`src/rtl/pong_pixel_engine.sv`:
```
// Pong game state (ball, paddle, score, lives, serve/play/miss/over FSM) and the registered pixel colour.
// Optional: define PONG_SPEEDUP_EN to raise ball speed by one on every 4th paddle hit (max 6).
module pong_pixel_engine #(
  parameter int SCREEN_W     = 640,
  parameter int SCREEN_H     = 480,
  parameter int BALL_SIZE    = 8,
  parameter int PADDLE_H     = 72,
  parameter int WALL_X       = 32,
  parameter int BALL_SPEED   = 2,
  parameter int PADDLE_SPEED = 4,
  parameter int SERVE_FRAMES = 60,
  parameter int LIVES        = 3
) (
  input  logic       clk,
  input  logic       rst,
  input  logic       pix_en,
  input  logic [9:0] h_pos,
  input  logic [9:0] v_pos,
  input  logic       video_on,
  input  logic       frame_tick,
  input  logic       btn_up,
  input  logic       btn_down,
  input  logic       btn_start,
  output logic [3:0] rgb,
  output logic [3:0] score,
  output logic [1:0] lives,
  output logic       game_over
);

  localparam int PADDLE_X = 600;
  localparam int PADDLE_W = 4;
  localparam int WALL_W   = 4;
  localparam int SC_W     = $clog2(SERVE_FRAMES);

  localparam logic [10:0] SW   = 11'(SCREEN_W);
  localparam logic [10:0] SH   = 11'(SCREEN_H);
  localparam logic [10:0] BS   = 11'(BALL_SIZE);
  localparam logic [10:0] PH   = 11'(PADDLE_H);
  localparam logic [10:0] PX   = 11'(PADDLE_X);
  localparam logic [10:0] PXR  = 11'(PADDLE_X + PADDLE_W);
  localparam logic [10:0] WX   = 11'(WALL_X);
  localparam logic [10:0] WXR  = 11'(WALL_X + WALL_W);
  localparam logic [10:0] PSPD = 11'(PADDLE_SPEED);
  localparam logic [10:0] PMAX = 11'(SCREEN_H - PADDLE_H);

  localparam logic [9:0] CX      = 10'(SCREEN_W / 2 - BALL_SIZE / 2);
  localparam logic [9:0] CY      = 10'(SCREEN_H / 2 - BALL_SIZE / 2);
  localparam logic [9:0] PY_INIT = 10'((SCREEN_H - PADDLE_H) / 2);
  localparam logic [9:0] BX_HIT  = 10'(PADDLE_X - BALL_SIZE);
  localparam logic [9:0] BY_MAX  = 10'(SCREEN_H - BALL_SIZE);
  localparam logic [9:0] BX_MIN  = 10'(WALL_X + WALL_W);
  localparam logic [SC_W-1:0] SERVE_LAST = SC_W'(SERVE_FRAMES - 1);

  typedef enum logic [1:0] {S_SERVE, S_PLAY, S_MISS, S_OVER} state_t;

  state_t          state_q, state_d;
  logic [SC_W-1:0] serve_cnt_q, serve_cnt_d;
  logic [9:0]      ball_x_q, ball_x_d, ball_y_q, ball_y_d, paddle_y_q, paddle_y_d;
  logic            dx_q, dx_d, dy_q, dy_d;   // dx 1 = right, dy 1 = down
  logic [3:0]      score_q, score_d, score_inc;
  logic [1:0]      lives_q, lives_d;
  logic [3:0]      rgb_q, rgb_d;
  logic            enter_serve;
  logic [10:0]     bx, by, py, hx, vy, spd;
  logic            in_ball, in_pad, in_wall;

`ifdef PONG_SPEEDUP_EN
  logic [2:0] ball_spd_q, ball_spd_d;
  assign spd = {8'd0, ball_spd_q};
`else
  assign spd = 11'(BALL_SPEED);
`endif

  assign bx        = {1'b0, ball_x_q};
  assign by        = {1'b0, ball_y_q};
  assign py        = {1'b0, paddle_y_q};
  assign score_inc = (score_q == 4'hF) ? 4'hF : score_q + 4'd1;

  always_comb begin
    state_d     = state_q;
    serve_cnt_d = serve_cnt_q;
    ball_x_d    = ball_x_q;
    ball_y_d    = ball_y_q;
    dx_d        = dx_q;
    dy_d        = dy_q;
    paddle_y_d  = paddle_y_q;
    score_d     = score_q;
    lives_d     = lives_q;
    enter_serve = 1'b0;
`ifdef PONG_SPEEDUP_EN
    ball_spd_d  = ball_spd_q;
`endif
    if (frame_tick) begin
      if (state_q != S_OVER) begin
        if (btn_up && !btn_down)
          paddle_y_d = (py < PSPD) ? 10'd0 : 10'(py - PSPD);
        else if (btn_down && !btn_up)
          paddle_y_d = (py + PSPD > PMAX) ? PMAX[9:0] : 10'(py + PSPD);
      end
      case (state_q)
        S_SERVE: begin
          enter_serve = 1'b1;
          if (serve_cnt_q == SERVE_LAST) state_d = S_PLAY;
          else                           serve_cnt_d = serve_cnt_q + 1'b1;
        end
        S_PLAY: begin
          if (!dy_q && by < spd) begin
            ball_y_d = 10'd0;
            dy_d     = 1'b1;
          end else if (dy_q && by + BS + spd > SH) begin
            ball_y_d = BY_MAX;
            dy_d     = 1'b0;
          end else begin
            ball_y_d = dy_q ? 10'(by + spd) : 10'(by - spd);
          end
          // hit test sees the paddle as it was before this tick's move
          if (!dx_q && bx < WXR + spd) begin
            ball_x_d = BX_MIN;
            dx_d     = 1'b1;
          end else if (dx_q && bx + BS <= PX && bx + BS + spd >= PX &&
                       by + BS > py && by < py + PH) begin
            ball_x_d = BX_HIT;
            dx_d     = 1'b0;
            score_d  = score_inc;
`ifdef PONG_SPEEDUP_EN
            if (score_q != 4'hF && score_inc[1:0] == 2'b00 && ball_spd_q < 3'd6)
              ball_spd_d = ball_spd_q + 3'd1;
`endif
          end else if (dx_q && bx + BS + spd >= SW) begin
            state_d  = S_MISS;
            ball_y_d = ball_y_q;
            dy_d     = dy_q;
          end else begin
            ball_x_d = dx_q ? 10'(bx + spd) : 10'(bx - spd);
          end
        end
        S_MISS: begin
          lives_d = lives_q - 2'd1;
          if (lives_q == 2'd1) state_d = S_OVER;
          else begin
            state_d     = S_SERVE;
            enter_serve = 1'b1;
          end
        end
        default: begin
          if (btn_start) begin
            score_d     = 4'd0;
            lives_d     = 2'(LIVES);
            state_d     = S_SERVE;
            enter_serve = 1'b1;
          end
        end
      endcase
      if (enter_serve) begin
        ball_x_d = CX;
        ball_y_d = CY;
        dx_d     = 1'b1;
        dy_d     = 1'b1;
        if (state_q != S_SERVE || serve_cnt_q == SERVE_LAST) serve_cnt_d = '0;
`ifdef PONG_SPEEDUP_EN
        if (state_q != S_SERVE) ball_spd_d = 3'(BALL_SPEED);
`endif
      end
    end
  end

  assign hx      = {1'b0, h_pos};
  assign vy      = {1'b0, v_pos};
  assign in_ball = hx >= bx && hx < bx + BS && vy >= by && vy < by + BS;
  assign in_pad  = hx >= PX && hx < PXR && vy >= py && vy < py + PH;
  assign in_wall = hx >= WX && hx < WXR;

  always_comb begin
    rgb_d = rgb_q;
    if (pix_en) begin
      if (!video_on)                                           rgb_d = 4'b0000;
      else if (in_ball && state_q != S_MISS && state_q != S_OVER) rgb_d = 4'b1111;
      else if (in_pad)                                         rgb_d = 4'b0010;
      else if (in_wall)                                        rgb_d = 4'b0100;
      else                                                     rgb_d = 4'b0001;
    end
  end

  always_ff @(posedge clk or negedge rst) begin
    if (!rst) begin
      state_q     <= S_SERVE;
      serve_cnt_q <= '0;
      ball_x_q    <= CX;
      ball_y_q    <= CY;
      dx_q        <= 1'b1;
      dy_q        <= 1'b1;
      paddle_y_q  <= PY_INIT;
      score_q     <= 4'd0;
      lives_q     <= 2'(LIVES);
      rgb_q       <= 4'b0000;
`ifdef PONG_SPEEDUP_EN
      ball_spd_q  <= 3'(BALL_SPEED);
`endif
    end else begin
      state_q     <= state_d;
      serve_cnt_q <= serve_cnt_d;
      ball_x_q    <= ball_x_d;
      ball_y_q    <= ball_y_d;
      dx_q        <= dx_d;
      dy_q        <= dy_d;
      paddle_y_q  <= paddle_y_d;
      score_q     <= score_d;
      lives_q     <= lives_d;
      rgb_q       <= rgb_d;
`ifdef PONG_SPEEDUP_EN
      ball_spd_q  <= ball_spd_d;
`endif
    end
  end

  assign rgb       = rgb_q;
  assign score     = score_q;
  assign lives     = lives_q;
  assign game_over = (state_q == S_OVER);

endmodule

```
`config.mk`:
```
export PLATFORM = sky130hd
export DESIGN_NAME = pong_pixel_engine
export DESIGN_NICKNAME = d
export VERILOG_FILES = /design/src/rtl/pong_pixel_engine.sv
export SDC_FILE = /design/constraint.sdc
export NUM_CORES = 1
export LEC_CHECK = 0
export CAP_MARGIN = 25
export CORE_UTILIZATION = 60
export DETAILED_ROUTE_END_ITERATION = 16
export PLACE_DENSITY = 0.83
export SYNTH_ARGS = -nofsm -noshare
export SYNTH_HDL_FRONTEND = slang
export SYNTH_SLANG_ARGS = --single-unit
```
`constraint.sdc`:
```
create_clock -name clk -period 4.6 [get_ports clk]
set_input_delay 1.38 -clock clk [delete_from_list [all_inputs] [get_ports clk]]
set_output_delay 1.38 -clock clk [all_outputs]
set_load 0.05 [all_outputs]
```
**After elaboration in Yosys (flattened, before gate mapping)**

Cells that the tools add are included.

- Add/subtract/negate cells: 14
- $mul: 0
- Divide/modulo/power cells: 0
- $lt $le $gt $ge: 20
- Equal/unequal tests: 14
- Shifts and indexed selects: 0
- Muxes and demuxes: 55
- Bitwise gates (word level): 2
- Reduce and logical (&&, ||, !) cells: 40

Operators with widths:

| cell | number |
|---|---|
| $mux W10 | 18 |
| $lt A10 B11 Y1 | 4 |
| $ge A10 B10 Y1 | 3 |
| $mux W4 | 6 |
| $mux W6 | 4 |
| $add A10 B4 Y11 const B | 2 |
| $add A11 B2 Y11 const B | 2 |
| $ge A11 B10 Y1 const B | 2 |
| $gt A11 B9 Y1 const B | 2 |
| $add A10 B2 Y10 const B | 2 |
| $lt A10 B6 Y1 const B | 2 |
| $sub A10 B2 Y10 const B | 2 |
| $logic_and A1 B1 Y1 | 19 |
| $mux W1 | 14 |
| $mux W2 | 7 |
| $ne A2 B2 Y1 const B | 7 |
| $reduce_and A3 Y1 | 4 |
| $add A10 B3 Y11 const B | 1 |
| $add A10 B7 Y11 const B | 1 |
| $gt A11 B10 Y1 | 1 |
| $le A11 B10 Y1 const B | 1 |
| $ge A10 B10 Y1 const B | 1 |
| $ge A10 B6 Y1 const B | 1 |
| $lt A10 B10 Y1 const B | 1 |
| other kinds (26) | 38 |

- Register bits: 50
- Bits in latches: 0
- RAM bits: 0
- ROM bits: 0
- Output and inout bits: 11
- Memories kept: 0

**Logic depth before layout (Yosys ltp)**

Gate-level depths: netlist of the first run.

- Depth in word-level cells: 11
- Depth in mapped cells: 17
- Mapped depth without buffers: 14

**Worst setup path before layout of the first run**

Ideal clock, no wire load.

- Path type: register -> register
- From: register paddle_y_q[6]
- To: register ball_x_q[7]
- Library setup time: 0.104 ns
- Arrival time: 3.518 ns
- Setup slack: 0.979 ns
- Cell stages (with the launch flop): 14
- Period minus slack after synthesis: 3.621 ns
- Cell sequence: dfstp_2 -> clkbuf_1 -> inv_1 -> xnor2_1 -> ha_1 -> a2111oi_0 -> a21oi_1 -> o21a_1 -> or4_4 -> a211o_1 -> buf_6 -> and2_4 -> buf_6 -> o41ai_2

- Word-level cells in the longest chain between the ends: 7

Ends and longest elaborated chain:

| element | line | text |
|---|---|---|
| start, declared | 58 | `logic [9:0] ball_x_q, ball_x_d, ball_y_q, ball_y_d, paddle_y_q, paddle_y_d;` |
| start signal, assigned | 206 | `paddle_y_q <= paddle_y_d;` |
| $add A10 B7 Y11 or $gt A11 B10 Y1 (tied branches) | 121 | `by + BS > py && by < py + PH) begin` |
| $lt A10 B11 Y1 or $logic_and A1 B1 Y1 (tied branches) | 121, 120 |  |
| $logic_and A1 B1 Y1 * | 121 |  |
| $mux W10 | 120 | `end else if (dx_q && bx + BS <= PX && bx + BS + spd >= PX &&` |
| $mux W10 | 117 | `if (!dx_q && bx < WXR + spd) begin` |
| $mux W10 | 100 | `case (state_q)` |
| $mux W10 | 154 | `if (enter_serve) begin` |
| end signal, assigned | 202 | `ball_x_q <= ball_x_d;` |
| end, declared | 58 |  |

Every way passes the cells marked *; elsewhere a longest branch is shown, timed or not. The select of a mux whose other input is x is not followed.
A chain may end at the register's enable or synchronous reset.

**Final worst setup path of the first run**

- From: register ball_y_q[3]
- To: register ball_x_q[7]

- Word-level cells in the longest chain between the ends: 8

Ends and longest elaborated chain:

| element | line | text |
|---|---|---|
| start, declared | 58 |  |
| start signal, assigned | 203 | `ball_y_q <= ball_y_d;` |
| $add A10 B4 Y11 | 121 |  |
| $gt A11 B10 Y1 | 121 |  |
| $logic_and A1 B1 Y1 | 120 |  |
| $logic_and A1 B1 Y1 * | 121 |  |
| $mux W10 | 120 |  |
| $mux W10 | 117 |  |
| $mux W10 | 100 |  |
| $mux W10 | 154 |  |

Marks and branches as above.

==> impl_metrics.json, run 1 <==
{
  "die_w_um": 97.2,
  "grt_max_degree": 30,
  "rows": 34,
  "antenna_found_initial": 0,
  "netlist_instances": 673,
  "firstDrtPassIters": 5,
  "regArea_um2": 1170,
  "drt-vias-per-instance": 6.56,
  "finalSetupTns_ns": 0,
  "path_max_fanout": 15,
  "cts.path.max_buffers": 2,
  "area_growth_pct": 8.35,
  "r2r_end": "ball_x_q[7]",
  "rsz0062_at_grt": "no",
  "post_synth_num_cell_types": 73,
  "yosys.area.top_type": "ha_1",
  "drc": 0,
  "async_flop_share_pct": 100,
  "numPortBuffers": 36,
  "final_hold_viol_count": 0,
  "tightest_slew_ns": 0.690,
  "yosys-top-cells-count": "ha_1, inv_1, nand2_1, a21oi_1, o21ai_0",
  "whs_path_depth": 2,
  "synth_fp_nets": 788,
  "synth-seq-area-share_pct": 21.6,
  "reg2reg_from": "ball_y_q[3]",
  "outcome": "finished clean",
  "crit_required_ns": 4.81,
  "num_vias": 5244,
  "synth_edf_count": 0,
  "routedWlPerCell_um": 17.3,
  "nFillCells": 766,
  "synth_most_common_cell": "ha_1",
  "post_cts_buffers": 0,
  "multiInputGateArea_um2": 3930,
  "maxCapViolCount": 0,
  "drive_gt1_share_pct": 6.65,
  "crit_type": "flip-flop to flip-flop",
  "worstSkewPairLatency_ns": 0.32,
  "fin_crit_ns": 4.10,
  "grt_pass1_wl_mm": 23.1,
  "pin_count": 39,
  "relSlewSlack_pct": 53.6,
  "grt_pass1_vias": 4979,
  "grt_use_total_pct": 29.4,
  "dr.first_iter.drc_count": 432,
  "finalClockSkew_ns": 0.0116,
  "syn_avg_cell_area_um2": 8.08,
  "setup_viol": 0,
  "h-tree-depth": 2,
  "arrival_ns": 4.31,
  "wl_mm": 13.9,
  "place_hpwl_mm": 10.9,
  "cts_root_buffer": "clkbuf_8",
  "initial_core_util_pct": 62.1,
  "cts_num_sinks": 46,
  "fin_crit_sh_pct": 89.1,
  "antenna_cells": 0,
  "stdcell_area_um2": 5890,
  "grt-ovfl-total": 0,
  "worst_hold_path.endpoint": "lives[1]",
  "path_clk_slew_ns": 0.10,
  "holdCritStartpoint": "lives[1]",
  "synth_top_area_share_pct": 19.8,
  "synth_seq_cells": 46,
  "core_um2": 8760,
  "cts_resized": 0,
  "r2r_cells": 14,
  "cellPowerDensity_nw_per_um2": 694,
  "final_net_count": 806,
  "design.die.area_um2": 9450,
  "ir_drop_mv": 0.370,
  "synth-main-ff-cell": "dfrtp_1",
  "ant_nets": 0,
  "cp-start-kind": "flip-flop",
  "holdBufCountCts": 0,
  "final_max_slew_viol_count": 0,
  "hold_class": "flip-flop to flip-flop",
  "regToRegSetupSlack_ns": 0.50,
  "tritoncts": "done",
  "placed_area_um2": 5800,
  "fp.dieH_um": 97.2,
  "numCtsBuffers": 5,
  "ys_warn_count": 0,
  "p_leak_nw": 2.54,
  "syn-cell-area_um2": 5440,
  "fmax_mhz": 244,
  "synthTopCellsByArea": "ha_1, dfrtp_1, dfstp_2",
  "end_kind": "flip-flop",
  "gp_congestion": 0.914
}
## sequential cells by signal, summed over array words and instances (netlist names)
| register | cells |
|---|---|
| ball_x_q | 9 |
| ball_y_q | 9 |
| paddle_y_q | 8 |
| serve_cnt_q | 6 |
| rgb | 4 |
| score | 4 |
| lives | 2 |
| state_q | 2 |
| dx_q | 1 |
| dy_q | 1 |
## worst max-delay path by stage
| stage | start | to | slack [ns] | depth (start not counted) |
|---|---|---|---|---|
| 6_report | ball_y_q[3] | ball_x_q[7] | 0.50 | 14 |
| 5_1_grt | ball_y_q[3] | ball_x_q[7] | 0.30 | 14 |
| 4_1_cts | ball_y_q[3] | ball_x_q[7] | 0.51 | 14 |
| 3_5_place_dp | ball_y_q[3] | ball_x_q[7] | 0.53 | 14 |
| 3_3_place_gp | ball_y_q[3] | ball_x_q[7] | 0.64 | 14 |
| 2_1_floorplan | paddle_y_q[6] | ball_x_q[7] | 0.98 | 13 |
## metrics by stage
stage,hold slack (ns),power (mW),util [%],cells,setup slack [ns]
floorplan,0.468,3.11,-,673,0.979
global placement,0.485,3.62,66.2,792,0.640
detailed placement,0.485,3.76,66.2,792,0.534
CTS,0.502,4.05,67.3,800,0.507
global route,0.515,4.48,67.3,800,0.295
finish,0.499,4.09,67.3,800,0.499
## area by class of cell
| cell class | count | share of cell area, % |
|---|---|---|
| repair buffers | 39 | 6.41 |
| flip-flops and latches | 46 | 19.9 |
| clock inverters | 3 | 0.382 |
| inverters | 51 | 3.25 |
| clock buffers | 5 | 1.17 |
| well taps | 108 | 2.29 |
| multi-input cells | 548 | 66.6 |
## power by group
group,switching [mW],internal (mW),leakage [nW]
clock network,0.167,0.111,0.0489
logic,1.63,1.21,1.95
registers,0.355,0.621,0.541
## cell families (layout without fill, tap and decap cells)
family	after synthesis	after routing	synth area share [%]
and+or+nand+nor	217	217	20.6
muxes	8	8	1.59
AOI/OAI and AO/OA	211	211	25.8
DFF	46	46	21.6
buffers and inverters	79	98	6.28
xor gates and xnor gates	25	25	4.02
adders and majority gates	87	87	20.1
## layer usage
metal  track usage [%]  up-vias  wire (um)
met5                 0        -          0
met4              10.1        0        242
met3              3.02       23        639
met2              49.5      152       6640
met1              39.2     2512       6340
li1                  -     2557          -
## critical path: stages, from the launching register on
cell	delay, ns
dfstp_2	0.66
ha_1	0.31
nand3_1	0.17
nor2_1	0.15
xnor2_1	0.20
inv_1	0.13
ha_1	0.30
and4b_1	0.18
nand3_1	0.09
o211ai_1	0.10
o21a_1	0.20
or4_4	0.45
a211o_1	0.44
and2_4	0.25
o41ai_2	0.36
## cell usage in the layout, fill, tap and decap left out, types with 23 or more instances in the layout
cell	netlist	routed
nand3_1	27	27
nor2_1	39	39
nand2_1	51	51
o21ai_0	47	47
clkdlybuf4s50_1	0	35
ha_1	86	86
dfrtp_1	28	28
inv_1	51	51
a21oi_1	47	47
xnor2_1	23	23
No activity file was read; power rests on OpenSTA's default activity.
==> inputs of run 2 (changes only) <==
==> constraint.sdc (replaced) <==
create_clock -name clk -period 4.1 [get_ports clk]
set_input_delay 1.23 -clock clk [delete_from_list [all_inputs] [get_ports clk]]
set_output_delay 1.23 -clock clk [all_outputs]
set_load 0.05 [all_outputs]
==> run 2 against run 1 <==
Sequential share of layout area is 0.19 points lower. Power is 15% higher. Wire length is 6.3% higher. Global-route usage is 2.2 points higher. Non-clock buffer count is 7 higher. Count of clock-buffer cells in the layout stayed put. Via count is 3.2% higher. Clock skew hardly changed. Flip-flop and latch count stayed put. Critical endpoint unchanged. Highest routed layer unchanged.
==> impl_metrics.json, run 2 (synthesized netlist as in run 1, its figures left out) <==
{
  "worst_hold_path.endpoint": "lives[1]",
  "post_cts_buffers": 0,
  "met3_usage_pct": 4.96,
  "numCtsBuffers": 5,
  "path_cells": "ha_1 > a21oi_1 > xnor2_1 > ha_1 > o21a_1 > o21ai_0 > a21oi_1 > o21a_1 > or4_4 > a211o_1 > and2_4 > o41ai_2",
  "core_um2": 8760,
  "cts_resized": 0,
  "finalSetupTns_ns": 0,
  "power_switching_mw": 2.48,
  "tightest_slew_ns": 0.717,
  "tritoncts": "done",
  "clkPwrFrac_pct": 6.9,
  "cp_top_family": "compound AO/OA/AOI/OAI gates",
  "outcome": "finished clean",
  "dr.first_iter.drc_count": 357,
  "grt_max_degree": 30,
  "r2r_end": "ball_x_q[7]",
  "cts_num_sinks": 46,
  "pin_count": 39,
  "reg2reg_from": "paddle_y_q[3]",
  "grt_use_total_pct": 31.6,
  "path_max_fanout": 15,
  "die_w_um": 97.2,
  "cp-start-kind": "flip-flop",
  "intPower_mw": 2.22,
  "numPlacedInstances": 799,
  "fin_crit_sh_pct": 95.6,
  "hold_class": "flip-flop to flip-flop",
  "crit_required_ns": 4.31,
  "drive_gt1_share_pct": 7.58,
  "p_leak_nw": 2.57,
  "arrival_ns": 4.13,
  "crit_type": "flip-flop to flip-flop",
  "cts.path.max_buffers": 2,
  "crit_path_top_delay_cell": "dfstp_2",
  "grtUsageMet1_pct": 39.4,
  "drc": 0,
  "wl_mm": 14.7,
  "whs_path_depth": 2,
  "num_vias": 5410,
  "finalClockSkew_ns": 0.0121,
  "grt_pass1_wl_mm": 24.8,
  "fin_crit_ns": 3.92,
  "hold_slack_ns": 0.501,
  "slowest_delay_ns": 0.64,
  "comb_power_share_pct": 70.5,
  "area_growth_pct": 9.41,
  "sw_frac_of_total_pct": 52.8,
  "end_kind": "flip-flop",
  "fp.dieH_um": 97.2,
  "stdcell_count": 807,
  "gp_congestion": 0.957,
  "ir_drop_mv": 0.488,
  "antenna_cells": 0,
  "reg_top3": "ball_x_q: 9 flops, ball_y_q: 9 flops, paddle_y_q: 8 flops",
  "holdCritStartpoint": "lives[1]",
  "final_cell_mix": "ha_1, inv_1, nand2_1, a21oi_1, o21ai_0",
  "maxCapViolCount": 0,
  "rows": 34,
  "worstSkewPairLatency_ns": 0.32,
  "busiest_layer": "met2",
  "path_buf_inv": 0,
  "final_hold_viol_count": 0,
  "initial_core_util_pct": 62.1,
  "place_hpwl_mm": 11.5,
  "use_met2_pct": 54.9,
  "setup_viol": 0,
  "design.die.area_um2": 9450,
  "firstDrtPassIters": 5,
  "ant_nets": 0,
  "grt_pass1_vias": 5327,
  "seqPwrFrac_pct": 22.6,
  "regToRegSetupSlack_ns": 0.18,
  "final_common_cell": "ha_1",
  "numPortBuffers": 36,
  "routedWlPerCell_um": 18.3,
  "rsz0062_at_grt": "no",
  "h-tree-depth": 2,
  "final_max_slew_viol_count": 0,
  "final_net_count": 813,
  "r2r_cells": 12,
  "antenna_found_initial": 0,
  "relSlewSlack_pct": 52.2,
  "cellPowerDensity_nw_per_um2": 789,
  "path_clk_slew_ns": 0.11,
  "drt-vias-per-instance": 6.70,
  "fmax_mhz": 255,
  "cts_root_buffer": "clkbuf_8",
  "grt-ovfl-total": 0,
  "holdBufCountCts": 0
}
run 2: changes by cell type in the layout (fill, tap and decap cells not counted), sizes merged:
cell / previous run / this run
clkinvlp: 0 / 1
buf: 4 / 11
clkinv: 1 / 0
run 2: final cells by class:
type / instances / area, um^2
repair buffers: 46 / 430
well taps: 108 / 135
multi-input cells: 548 / 3930
flip-flops and latches: 46 / 1170
clock inverters: 3 / 27.5
clock buffers: 5 / 68.8
inverters: 51 / 191
fillers: 748 / 2810
run 2: worst max-delay path by stage:
stage,startpoint,endpoint,slack [ns],cells after the start
6_report,paddle_y_q[3],ball_x_q[7],0.18,12
4_1_cts,ball_y_q[3],ball_x_q[7],0.22,14
3_3_place_gp,ball_y_q[3],ball_x_q[7],0.37,14
3_5_place_dp,ball_y_q[3],ball_x_q[7],0.26,14
5_1_grt,ball_y_q[3],ball_x_q[7],0.02,14
2_1_floorplan,paddle_y_q[6],ball_x_q[7],0.48,13
run 2: power groups by stage:
stage / clock network, mW / logic, mW / registers (mW)
detailed placement: 0 / 3.24 / 1.06
finish: 0.324 / 3.31 / 1.06
floorplan: 0 / 2.58 / 0.907
global route: 0.341 / 3.69 / 1.10
CTS: 0.324 / 3.27 / 1.05
global placement: 0 / 3.06 / 1.04
run 2: through the flow:
step / worst slack [ns] / utilization, % / power, mW / cell area [um^2]
6_report: 0.179 / 67.9 / 4.70 / 5950
5_1_grt: 0.0247 / 67.9 / 5.12 / 5950
4_1_cts: 0.219 / 67.9 / 4.63 / 5950
3_5_place_dp: 0.257 / 66.8 / 4.29 / 5860
3_3_place_gp: 0.367 / 66.8 / 4.10 / 5860
2_1_floorplan: 0.479 / - / 3.48 / 5440
run 2: routing by layer:
layer	vias up	wire length [um]	part of all wire, %
met5	-	0	0
met4	0	367	2.5
met3	34	934	6.3
met2	244	7200	49
met1	2567	6230	42
li1	2565	-	-
run 2: worst register-to-register path, stage by stage (launching register included):
cell and delay [ns]:
dfstp_2 0.64, ha_1 0.30, a21oi_1 0.14, xnor2_1 0.29
ha_1 0.30, o21a_1 0.18, o21ai_0 0.17, a21oi_1 0.07
o21a_1 0.21, or4_4 0.56, a211o_1 0.36, and2_4 0.22
o41ai_2 0.37
==> inputs of run 3 (changes only) <==
--- a/config.mk
+++ b/config.mk
@@ -8,6 +8,7 @@
 export CAP_MARGIN = 25
 export CORE_UTILIZATION = 60
 export DETAILED_ROUTE_END_ITERATION = 16
+export GPL_ROUTABILITY_DRIVEN = 0
 export PLACE_DENSITY = 0.83
 export SYNTH_ARGS = -nofsm -noshare
 export SYNTH_HDL_FRONTEND = slang
==> run 3 against run 2 <==
First-iteration DRC count grew 30%. Sequential share of layout area fell by 0.087 points. Combinational power hardly changed. Design area increased by 0.44%. Final cell count unchanged.
==> impl_metrics.json, run 3 (synthesized netlist as in run 1, its figures left out) <==
{
  "grt_pass1_vias": 5166,
  "core_um2": 8760,
  "final_common_cell": "ha_1",
  "num_vias": 5375,
  "antenna_found_initial": 0,
  "arrival_ns": 4.05,
  "outcome": "finished clean",
  "design.die.area_um2": 9450,
  "area_growth_pct": 9.89,
  "grt_pass1_wl_mm": 23.9,
  "setup_viol": 0,
  "finalClockSkew_ns": 0.0170,
  "reg_top3": "ball_x_q: 9 flops, ball_y_q: 9 flops, paddle_y_q: 8 flops",
  "fp.dieH_um": 97.2,
  "path_clk_slew_ns": 0.09,
  "cellPowerDensity_nw_per_um2": 792,
  "slowest_delay_ns": 0.62,
  "whs_path_depth": 2,
  "final_hold_viol_count": 0,
  "numPortBuffers": 36,
  "r2r_cells": 14,
  "dr.first_iter.drc_count": 464,
  "place_hpwl_mm": 11.1,
  "fmax_mhz": 261,
  "cts.path.max_buffers": 2,
  "ant_nets": 0,
  "drive_gt1_share_pct": 7.44,
  "tritoncts": "done",
  "relSlewSlack_pct": 53.1,
  "grt_max_degree": 38,
  "firstDrtPassIters": 5,
  "crit_path_top_delay_cell": "dfstp_2",
  "post_cts_buffers": 0,
  "rsz0062_at_grt": "no",
  "maxCapViolCount": 0,
  "p_leak_nw": 2.58,
  "holdBufCountCts": 0,
  "initial_core_util_pct": 62.1,
  "finalSetupTns_ns": 0,
  "antenna_cells": 0,
  "cts_root_buffer": "clkbuf_8",
  "pin_count": 39,
  "final_util_pct": 68.2,
  "multiInputGateArea_um2": 3930,
  "h-tree-depth": 2,
  "grt_use_total_pct": 30.4,
  "ir_drop_mv": 0.405,
  "hold_class": "flip-flop to flip-flop",
  "cp-start-kind": "flip-flop",
  "regArea_um2": 1170,
  "nFillCells": 711,
  "die_w_um": 97.2,
  "wl_mm": 14.4,
  "worstSkewPairLatency_ns": 0.33,
  "final_max_slew_viol_count": 0,
  "hold_slack_ns": 0.496,
  "rows": 34,
  "path_cells": "ha_1 > nand3_1 > nor2_1 > xnor2_1 > inv_1 > ha_1 > and4b_1 > nand3_1 > o211ai_1 > o21a_1 > or4_4 > a211o_1 > and2_4 > o41ai_2",
  "fin_crit_ns": 3.84,
  "final_cell_mix": "ha_1, inv_1, nand2_1, a21oi_1, o21ai_0",
  "grt-ovfl-total": 0,
  "tightest_slew_ns": 0.697,
  "cts_resized": 0,
  "numCtsBuffers": 5,
  "final_net_count": 813,
  "path_max_fanout": 15,
  "routedWlPerCell_um": 17.8,
  "fin_crit_sh_pct": 93.6,
  "cts_num_sinks": 46,
  "drc": 0,
  "end_kind": "flip-flop",
  "drt-vias-per-instance": 6.66,
  "crit_type": "flip-flop to flip-flop",
  "crit_required_ns": 4.31
}
## run 3: worst max-delay path: cells and delay by family, from the launching register on
| kind | cells | cell delay, ns |
|---|---|---|
| AND/OR/NAND/NOR | 6 | 1.25 |
| AO/OA/AOI/OAI | 4 | 1.03 |
| flip-flops | 1 | 0.62 |
| adder cells (fa/ha/maj) | 2 | 0.50 |
| XOR/XNOR | 1 | 0.20 |
| buffers and inverters | 1 | 0.13 |
## run 3: path summary, 6_finish.rpt
kind	start	slack, ns	endpoint
max	ball_y_q[3]	0.26	ball_x_q[7]
max in group asynchronous	rst	2.75	lives[1]
min	lives[1]	0.50	lives[1]
max reg2reg	ball_y_q[3]	0.26	ball_x_q[7]
min in group asynchronous	rst	0.77	paddle_y_q[9]
min reg2reg	lives[1]	0.50	lives[1]
## run 3: final cells by class
cell class	count	area share [%]
inverters	51	3.20
clock buffers	6	1.21
flip-flops and latches	46	19.6
clock inverters	2	0.628
multi-input cells	548	65.7
well taps	108	2.26
repair buffers	46	7.41
## run 3: power breakdown
part | internal, mW | leakage (nW) | switching (mW)
sequential | 0.698 | 0.541 | 0.356
combinational | 1.40 | 1.98 | 1.91
clock | 0.182 | 0.0514 | 0.185
## run 3: metal layers
layer  routed length (um)  vias to the layer above  track usage, %  part of all wire (%)
met3                  723                       35            2.95                   5.0
met5                    0                        -               0                     0
met1                 6310                     2577            38.2                    44
li1                     -                     2575               -                     -
met4                  340                        0            11.7                   2.4
met2                 7030                      188            53.8                    49
## run 3: metrics by stage
stage	worst slack, ns	power (mW)	instance area (um^2)	std cells
after floorplan	0.479	3.48	5440	673
after global placement	0.372	4.08	5830	795
after detailed placement	0.248	4.26	5850	796
after CTS	0.214	4.65	5960	804
after global routing	0.0687	5.15	5980	807
final	0.264	4.73	5980	807
